$ cat src/rtl/vga_timing_monitor.sv
`default_nettype none
// ============================================================================
// Module   : vga_timing_monitor
// Purpose  : VGA sink that measures line/frame geometry, locks on a correct
//            frame, flags timing/blanking faults and checksums each frame.
// Revision : 1.0 - initial release
// ============================================================================
module vga_timing_monitor #(
  parameter int H_TOTAL  = 800,
  parameter int H_ACTIVE = 640,
  parameter int H_SYNC   = 96,
  parameter int V_TOTAL  = 525,
  parameter int V_ACTIVE = 480,
  parameter bit SYNC_POL = 1'b0
) (
  input  logic        CLOCK_50,
  input  logic        reset,
  input  logic        pix_ce,
  input  logic        vga_hs,
  input  logic        vga_vs,
  input  logic        vga_blank_n,
  input  logic [7:0]  vga_r,
  input  logic [7:0]  vga_g,
  input  logic [7:0]  vga_b,
  input  logic        clear,
  output logic        locked,
  output logic        frame_done,
  output logic        h_err,
  output logic        v_err,
  output logic        blank_err,
  output logic [11:0] h_meas,
  output logic [10:0] v_meas,
  output logic [15:0] frame_sum,
  output logic [15:0] frame_count
);

  typedef enum logic [1:0] {
    S_SEARCH  = 2'd0,
    S_MEASURE = 2'd1,
    S_LOCKED  = 2'd2
  } state_t;

  localparam logic [11:0] c_h_total = 12'(H_TOTAL);
  localparam logic [11:0] c_h_tmo   = 12'(2 * H_TOTAL);
  localparam logic [11:0] c_h_sync  = 12'(H_SYNC);
  localparam logic [10:0] c_v_total = 11'(V_TOTAL);
  localparam logic [18:0] c_act_px  = 19'(H_ACTIVE * V_ACTIVE);

  state_t      r_state;
  logic        r_hs_prev, r_vs_prev, r_skip, r_frame_herr, r_frame_done;
  logic [11:0] r_hcnt, r_hwid, r_h_meas;
  logic [10:0] r_vcnt, r_v_meas;
  logic [18:0] r_act_cnt;
  logic [15:0] r_sum, r_frame_sum, r_frame_count;
  logic        r_h_err, r_v_err, r_blank_err;

  logic        w_hs_act, w_vs_act, w_hs_start, w_hs_end, w_vs_start, w_checking;
  logic [11:0] w_h_len;
  logic [10:0] w_v_len;
  logic [15:0] w_pix_sum;
  logic        w_timeout, w_len_bad, w_wid_bad, w_h_evt, w_frame_ok;
  logic        w_blank_bad, w_count_inc, w_v_set;

  assign w_hs_act   = vga_hs ~^ SYNC_POL;
  assign w_vs_act   = vga_vs ~^ SYNC_POL;
  assign w_hs_start = w_hs_act & ~r_hs_prev;
  assign w_hs_end   = ~w_hs_act & r_hs_prev;
  assign w_vs_start = w_vs_act & ~r_vs_prev;
  assign w_checking = (r_state != S_SEARCH);

  assign w_h_len    = r_hcnt + 12'd1;
  assign w_v_len    = r_vcnt + {10'd0, w_hs_start};
  assign w_pix_sum  = 16'(vga_r) + 16'(vga_g) + 16'(vga_b);

  // Fires once as hcnt reaches the limit; a saturated hcnt no longer matches.
  assign w_timeout  = ~w_hs_start & (w_h_len == c_h_tmo);
  assign w_len_bad  = w_hs_start & w_checking & ~r_skip & (w_h_len != c_h_total);
  assign w_wid_bad  = w_hs_end & w_checking & (r_hwid != c_h_sync);
  assign w_h_evt    = w_len_bad | w_wid_bad | w_timeout;
  assign w_frame_ok = (w_v_len == c_v_total) & (r_act_cnt == c_act_px);

  assign w_blank_bad = ~vga_blank_n & ({vga_r, vga_g, vga_b} != 24'd0);
  assign w_count_inc = pix_ce & w_vs_start & (r_state == S_LOCKED) & ~w_timeout;
  assign w_v_set     = w_count_inc & ~w_frame_ok;

  always_ff @(posedge CLOCK_50 or posedge reset) begin
    if (reset) begin
      r_state      <= S_SEARCH;
      r_hs_prev    <= 1'b0;
      r_vs_prev    <= 1'b0;
      r_skip       <= 1'b0;
      r_frame_herr <= 1'b0;
      r_frame_done <= 1'b0;
      r_hcnt       <= 12'd0;
      r_hwid       <= 12'd0;
      r_h_meas     <= 12'd0;
      r_vcnt       <= 11'd0;
      r_v_meas     <= 11'd0;
      r_act_cnt    <= 19'd0;
      r_sum        <= 16'd0;
      r_frame_sum  <= 16'd0;
    end else if (pix_ce) begin
      r_hs_prev <= w_hs_act;
      r_vs_prev <= w_vs_act;

      if (w_hs_start) begin
        r_hcnt   <= 12'd0;
        r_h_meas <= w_h_len;
      end else if (r_hcnt != c_h_tmo) begin
        r_hcnt <= w_h_len;
      end

      if (w_hs_start)
        r_hwid <= 12'd1;
      else if (w_hs_act && r_hwid != 12'hFFF)
        r_hwid <= r_hwid + 12'd1;

      if (w_vs_start)
        r_vcnt <= 11'd0;
      else if (w_hs_start)
        r_vcnt <= r_vcnt + 11'd1;

      // The vs_start sample itself belongs to the new frame.
      if (w_vs_start) begin
        r_v_meas  <= w_v_len;
        r_act_cnt <= {18'd0, vga_blank_n};
        r_sum     <= vga_blank_n ? w_pix_sum : 16'd0;
        if (w_checking)
          r_frame_sum <= r_sum;
      end else if (vga_blank_n) begin
        r_act_cnt <= r_act_cnt + 19'd1;
        r_sum     <= r_sum + w_pix_sum;
      end

      if (r_state == S_SEARCH)
        r_skip <= 1'b1;
      else if (w_hs_start)
        r_skip <= 1'b0;

      if (w_vs_start)
        r_frame_herr <= 1'b0;
      else if (w_h_evt)
        r_frame_herr <= 1'b1;

      r_frame_done <= 1'b0;
      if (w_timeout) begin
        r_state <= S_SEARCH;
      end else begin
        case (r_state)
          S_SEARCH: begin
            if (w_vs_start)
              r_state <= S_MEASURE;
          end
          S_MEASURE: begin
            if (w_vs_start) begin
              r_frame_done <= 1'b1;
              if (w_frame_ok && !r_frame_herr && !w_h_evt)
                r_state <= S_LOCKED;
            end
          end
          S_LOCKED: begin
            if (w_vs_start)
              r_frame_done <= 1'b1;
            if (w_h_evt || (w_vs_start && !w_frame_ok))
              r_state <= S_SEARCH;
          end
          default: r_state <= S_SEARCH;
        endcase
      end
    end
  end

  // Sticky flags and frame counter see clear on every clock; a coincident event wins.
  always_ff @(posedge CLOCK_50 or posedge reset) begin
    if (reset) begin
      r_h_err       <= 1'b0;
      r_v_err       <= 1'b0;
      r_blank_err   <= 1'b0;
      r_frame_count <= 16'd0;
    end else begin
      r_h_err     <= (r_h_err & ~clear) | (pix_ce & w_h_evt);
      r_v_err     <= (r_v_err & ~clear) | w_v_set;
      r_blank_err <= (r_blank_err & ~clear) | (pix_ce & w_blank_bad);
      if (w_count_inc)
        r_frame_count <= clear ? 16'd1 : r_frame_count + 16'd1;
      else if (clear)
        r_frame_count <= 16'd0;
    end
  end

  assign locked      = (r_state == S_LOCKED);
  assign frame_done  = r_frame_done & pix_ce;
  assign h_err       = r_h_err;
  assign v_err       = r_v_err;
  assign blank_err   = r_blank_err;
  assign h_meas      = r_h_meas;
  assign v_meas      = r_v_meas;
  assign frame_sum   = r_frame_sum;
  assign frame_count = r_frame_count;

endmodule
`default_nettype wire

$ cat config.mk
export PLATFORM = sky130hd
export DESIGN_NAME = vga_timing_monitor
export DESIGN_NICKNAME = d
export VERILOG_FILES = /design/src/rtl/vga_timing_monitor.sv
export SDC_FILE = /design/constraint.sdc
export NUM_CORES = 1
export LEC_CHECK = 0
export CAP_MARGIN = 20
export CORE_UTILIZATION = 40
export CTS_CLUSTER_SIZE = 24
export DETAILED_ROUTE_END_ITERATION = 12
export GPL_TIMING_DRIVEN = 0
export SLEW_MARGIN = 20
export SYNTH_ARGS = -nofsm -noshare
export SYNTH_HDL_FRONTEND = slang
export SYNTH_SLANG_ARGS = --single-unit
$ cat constraint.sdc
create_clock -name CLOCK_50 -period 6.3 [get_ports CLOCK_50]
set_input_delay 0.945 -clock CLOCK_50 [delete_from_list [all_inputs] [get_ports CLOCK_50]]
set_output_delay 0.945 -clock CLOCK_50 [all_outputs]
set_load 0.05 [all_outputs]
==> flow_metrics.env <==
export IMPL_ys_types=69
export IMPL_required_ps=6650
export IMPL_postCtsResizedCells=0
export IMPL_ys_ff_latch=135
export IMPL_p_total_mw=3.21
export IMPL_synth_warnings=0
export IMPL_p_comb_frac=0.342
export IMPL_ys_async_sr_fraction=1.00
export IMPL_reg2reg_slack_ps=1980
export IMPL_clkTransAtPathRegs_ps=50
export IMPL_grt_pass1_vias=6093
export IMPL_hold_path_class="reg2reg"
export IMPL_p_sw_mw=1.15
export IMPL_slew_violations=0
export IMPL_syn2layout_area_growth_pct=23.6
export IMPL_clock_skew_ps=9.79
export IMPL_setup_violations=0
export IMPL_seqPwrFrac=0.345
export IMPL_r2r_start="r_hs_prev"
export IMPL_clock_fmax_mhz=205
export IMPL_nFillCells=1780
export IMPL_setup_worst_path_start_class="input pin"
export IMPL_nNetsFinal=1023
export IMPL_syn_nets=915
export IMPL_antenna_found_initial=0
export IMPL_critPathKind="in2reg"
export IMPL_power_density_nw_per_um2=332
export IMPL_reg2reg_to="r_state[1]"
export IMPL_worst_path_max_fanout=10
export IMPL_firstDrtPassIters=5
export IMPL_synth_edf_count=0
export IMPL_maxSlewHeadroom=0.418
export IMPL_syn_instance_count=842
export IMPL_min_to="v_meas[0]"
export IMPL_syn_area_per_cell_um2=9.27
export IMPL_finalHoldViolations=0
export IMPL_start_util=0.413
export IMPL_p_int_mw=2.06
export IMPL_io_buffers=88
export IMPL_worstSetupEndpointType="flip-flop"
export IMPL_rsz0062_at_grt="no"
export IMPL_htreeDepth=4
export IMPL_ioPinCount=91
export IMPL_ys_flop_type="dfrtp_1"
export IMPL_vias=6287
export IMPL_cts_hold_repair_buffers=0
export IMPL_clk_latency_ps=420
export IMPL_grt_use_total=0.196
export IMPL_hp_start="v_meas[0]"
export IMPL_leakage_nw=4.11
export IMPL_cts_tree="built"
export IMPL_timing_final_ws_setup_ps=1430
export IMPL_drive_gt1_frac=0.0810
export IMPL_worstMarginPinSlew_ps=870
export IMPL_period_share=0.773
export IMPL_p_sw_frac=0.357
export IMPL_synth_area_um2=7810
export IMPL_dieArea_um2=20100
export IMPL_tritoncts_num_buffers=17
export IMPL_cts_root_buf="clkbuf_16"
export IMPL_drt_iter0_drc=358
export IMPL_reg2regPathDepth=11
export IMPL_wl_per_cell_um=15.0
export IMPL_rows=50
export IMPL_drt_wl_total_um=18300
export IMPL_irDropWorstVdd_uv=210
export IMPL_pre_cts_ws_ps=996
export IMPL_clock_sinks=135
export IMPL_final_min_clock_period_ps=4870
export IMPL_power_frac_clock=0.313
export IMPL_status="finished clean"
export IMPL_clockBufferDepth=2
export IMPL_whs_path_depth=2
export IMPL_grt_max_degree=99
export IMPL_cp_arrival_ps=5220
export IMPL_coreArea_um2=18900
export IMPL_die_w_um=142
export IMPL_cap_violations=0
export IMPL_ant_nets=0
export IMPL_avgViaCountPerCell=5.14
export IMPL_drc=0
export IMPL_antenna_cells=0
export IMPL_gp_congestion=0.813
export IMPL_grt_overflow_total=0
export IMPL_grt_first_pass_wirelength_um=31000
export IMPL_ys_seq_area_frac=0.433
export IMPL_dp_hpwl_um=13200
export IMPL_die_y_um=142
export IMPL_cts_setup_buffers=0
==> layer usage <==
metal  global-route usage  up-vias  share of wire  wire, um
met4               0.0707        0          0.014       262
li1                     -     3163              -         -
met3               0.0327       18          0.032       588
met5                    0        -              0         0
met1                0.271     2996           0.49      9050
met2                0.309      110           0.46      8430
==> synth_stat cells, types with 4 or more instances <==
cell      count  area, um2
dfrtp_1     135       3380
xor2_1       34        298
a21oi_1      41        205
o21ai_0      71        355
nor3_1       10       50.1
and4_1        5       43.8
or3_1        15       93.8
and3_1       18        113
nand4_1      18        113
buf_2         8       40.0
and2_1        5       31.3
fa_1         10        200
nand2_1      76        285
nor2_1      109        409
a21o_1        6       45.0
xnor2_1      40        350
mux2i_1       6       60.1
nor2b_1       4       25.0
a31oi_1       4       25.0
o21a_1        6       45.0
nor4_1       10       62.6
a21boi_0      5       37.5
buf_1         4       15.0
nand3_1      35        175
ha_1         32        400
clkbuf_1     21       78.8
mux2_2       18        203
inv_1        35        131
==> layout make-up <==
cell class	count	area [um2]	area share
Sequential cell	135	3380	0.350
Tap cell	260	325	0.0337
Multi-Input combinational cell	633	4120	0.427
Inverter	36	143	0.0148
Clock buffer	22	484	0.0502
Buffer	38	176	0.0183
Clock inverter	10	119	0.0123
Timing Repair Buffer	89	908	0.0941
==> how the worst max path moves through the flow <==
stage                     startpoint             to  slack [ps]  cells past startpoint
after floorplan                reset      blank_err        1740                      1
after global placement         reset  frame_sum[11]        -370                      2
after detailed placement      vga_hs     r_state[1]        1000                     12
after CTS                     vga_hs     r_state[1]        1430                     12
after global routing          vga_hs     r_state[1]        1190                     12
final                         vga_hs     r_state[1]        1430                     12
==> power groups by stage <==
stage	combinational (mW)	clock, mW	sequential (mW)
floorplan	0.600	0	1.31
global placement	1.08	0	1.12
detailed placement	1.10	0	1.12
CTS	1.10	1.03	1.11
global route	1.21	1.06	1.13
finish	1.10	1.01	1.11
==> worst max-delay path: stages <==
cell and delay [ps]:
clkdlybuf4s50_1 490, nor2_1 340, clkbuf_1 520, ha_1 270
ha_1 240, or4b_2 620, nor4_1 200, o2111ai_1 170
nor3b_1 600, or4b_1 490, o2bb2ai_1 140, a32o_1 180
==> flip-flops by register name (all words and copies together), names as in the netlist, 2 cells and up <==
| name | flops |
|---|---|
| r_vcnt | 11 |
| r_state | 2 |
| r_act_cnt | 19 |
| r_hwid | 12 |
| h_meas | 12 |
| r_hcnt | 12 |
| v_meas | 11 |
| frame_count | 16 |
| frame_sum | 16 |
| r_sum | 16 |
==> cell families after synthesis <==
family	after synthesis	synth area share
adder cells (fa/ha/maj)	42	0.0769
flip-flops	135	0.433
XOR/XNOR	74	0.0830
multiplexers	24	0.0336
buffers and inverters	74	0.0399
AO/OA/AOI/OAI	170	0.134
AND/OR/NAND/NOR	323	0.200
==> stage by stage <==
step                      TNS (ps)  hold slack (ps)   util  cell area (um2)  instances
after floorplan                  0              466      -             7810        842
after global placement      -48930              460  0.477             9010       1190
after detailed placement         0              468  0.479             9050       1191
after CTS                        0              483  0.511             9650       1223
after global routing             0              503  0.511             9650       1223
final                            0              476  0.511             9650       1223
==> cells in the final DEF (no fill, tap or decap), types with 3 or more instances in the layout <==
master	count
mux2_2	18
o211ai_1	3
a21o_1	6
nand2_1	76
and4_1	5
o21ai_0	71
buf_2	8
or3_1	15
nor2b_1	4
buf_1	4
nor3_1	10
or2_2	3
and2_1	5
dfrtp_1	135
o21a_1	6
nor4_1	10
nand4b_1	3
a31oi_1	4
a21boi_0	5
a32o_1	3
fa_1	10
clkbuf_8	4
nand4_1	18
ha_1	32
xor2_1	34
inv_1	34
nor2_1	109
clkdlybuf4s50_1	88
a21oi_1	41
xnor2_1	40
clkbuf_16	17
nand3_1	35
mux2i_1	6
clkinvlp_4	6
and3_1	18
o31ai_1	3
clkbuf_1	22
o21bai_1	3
Note: power is estimated with default switching activity, not from simulation.
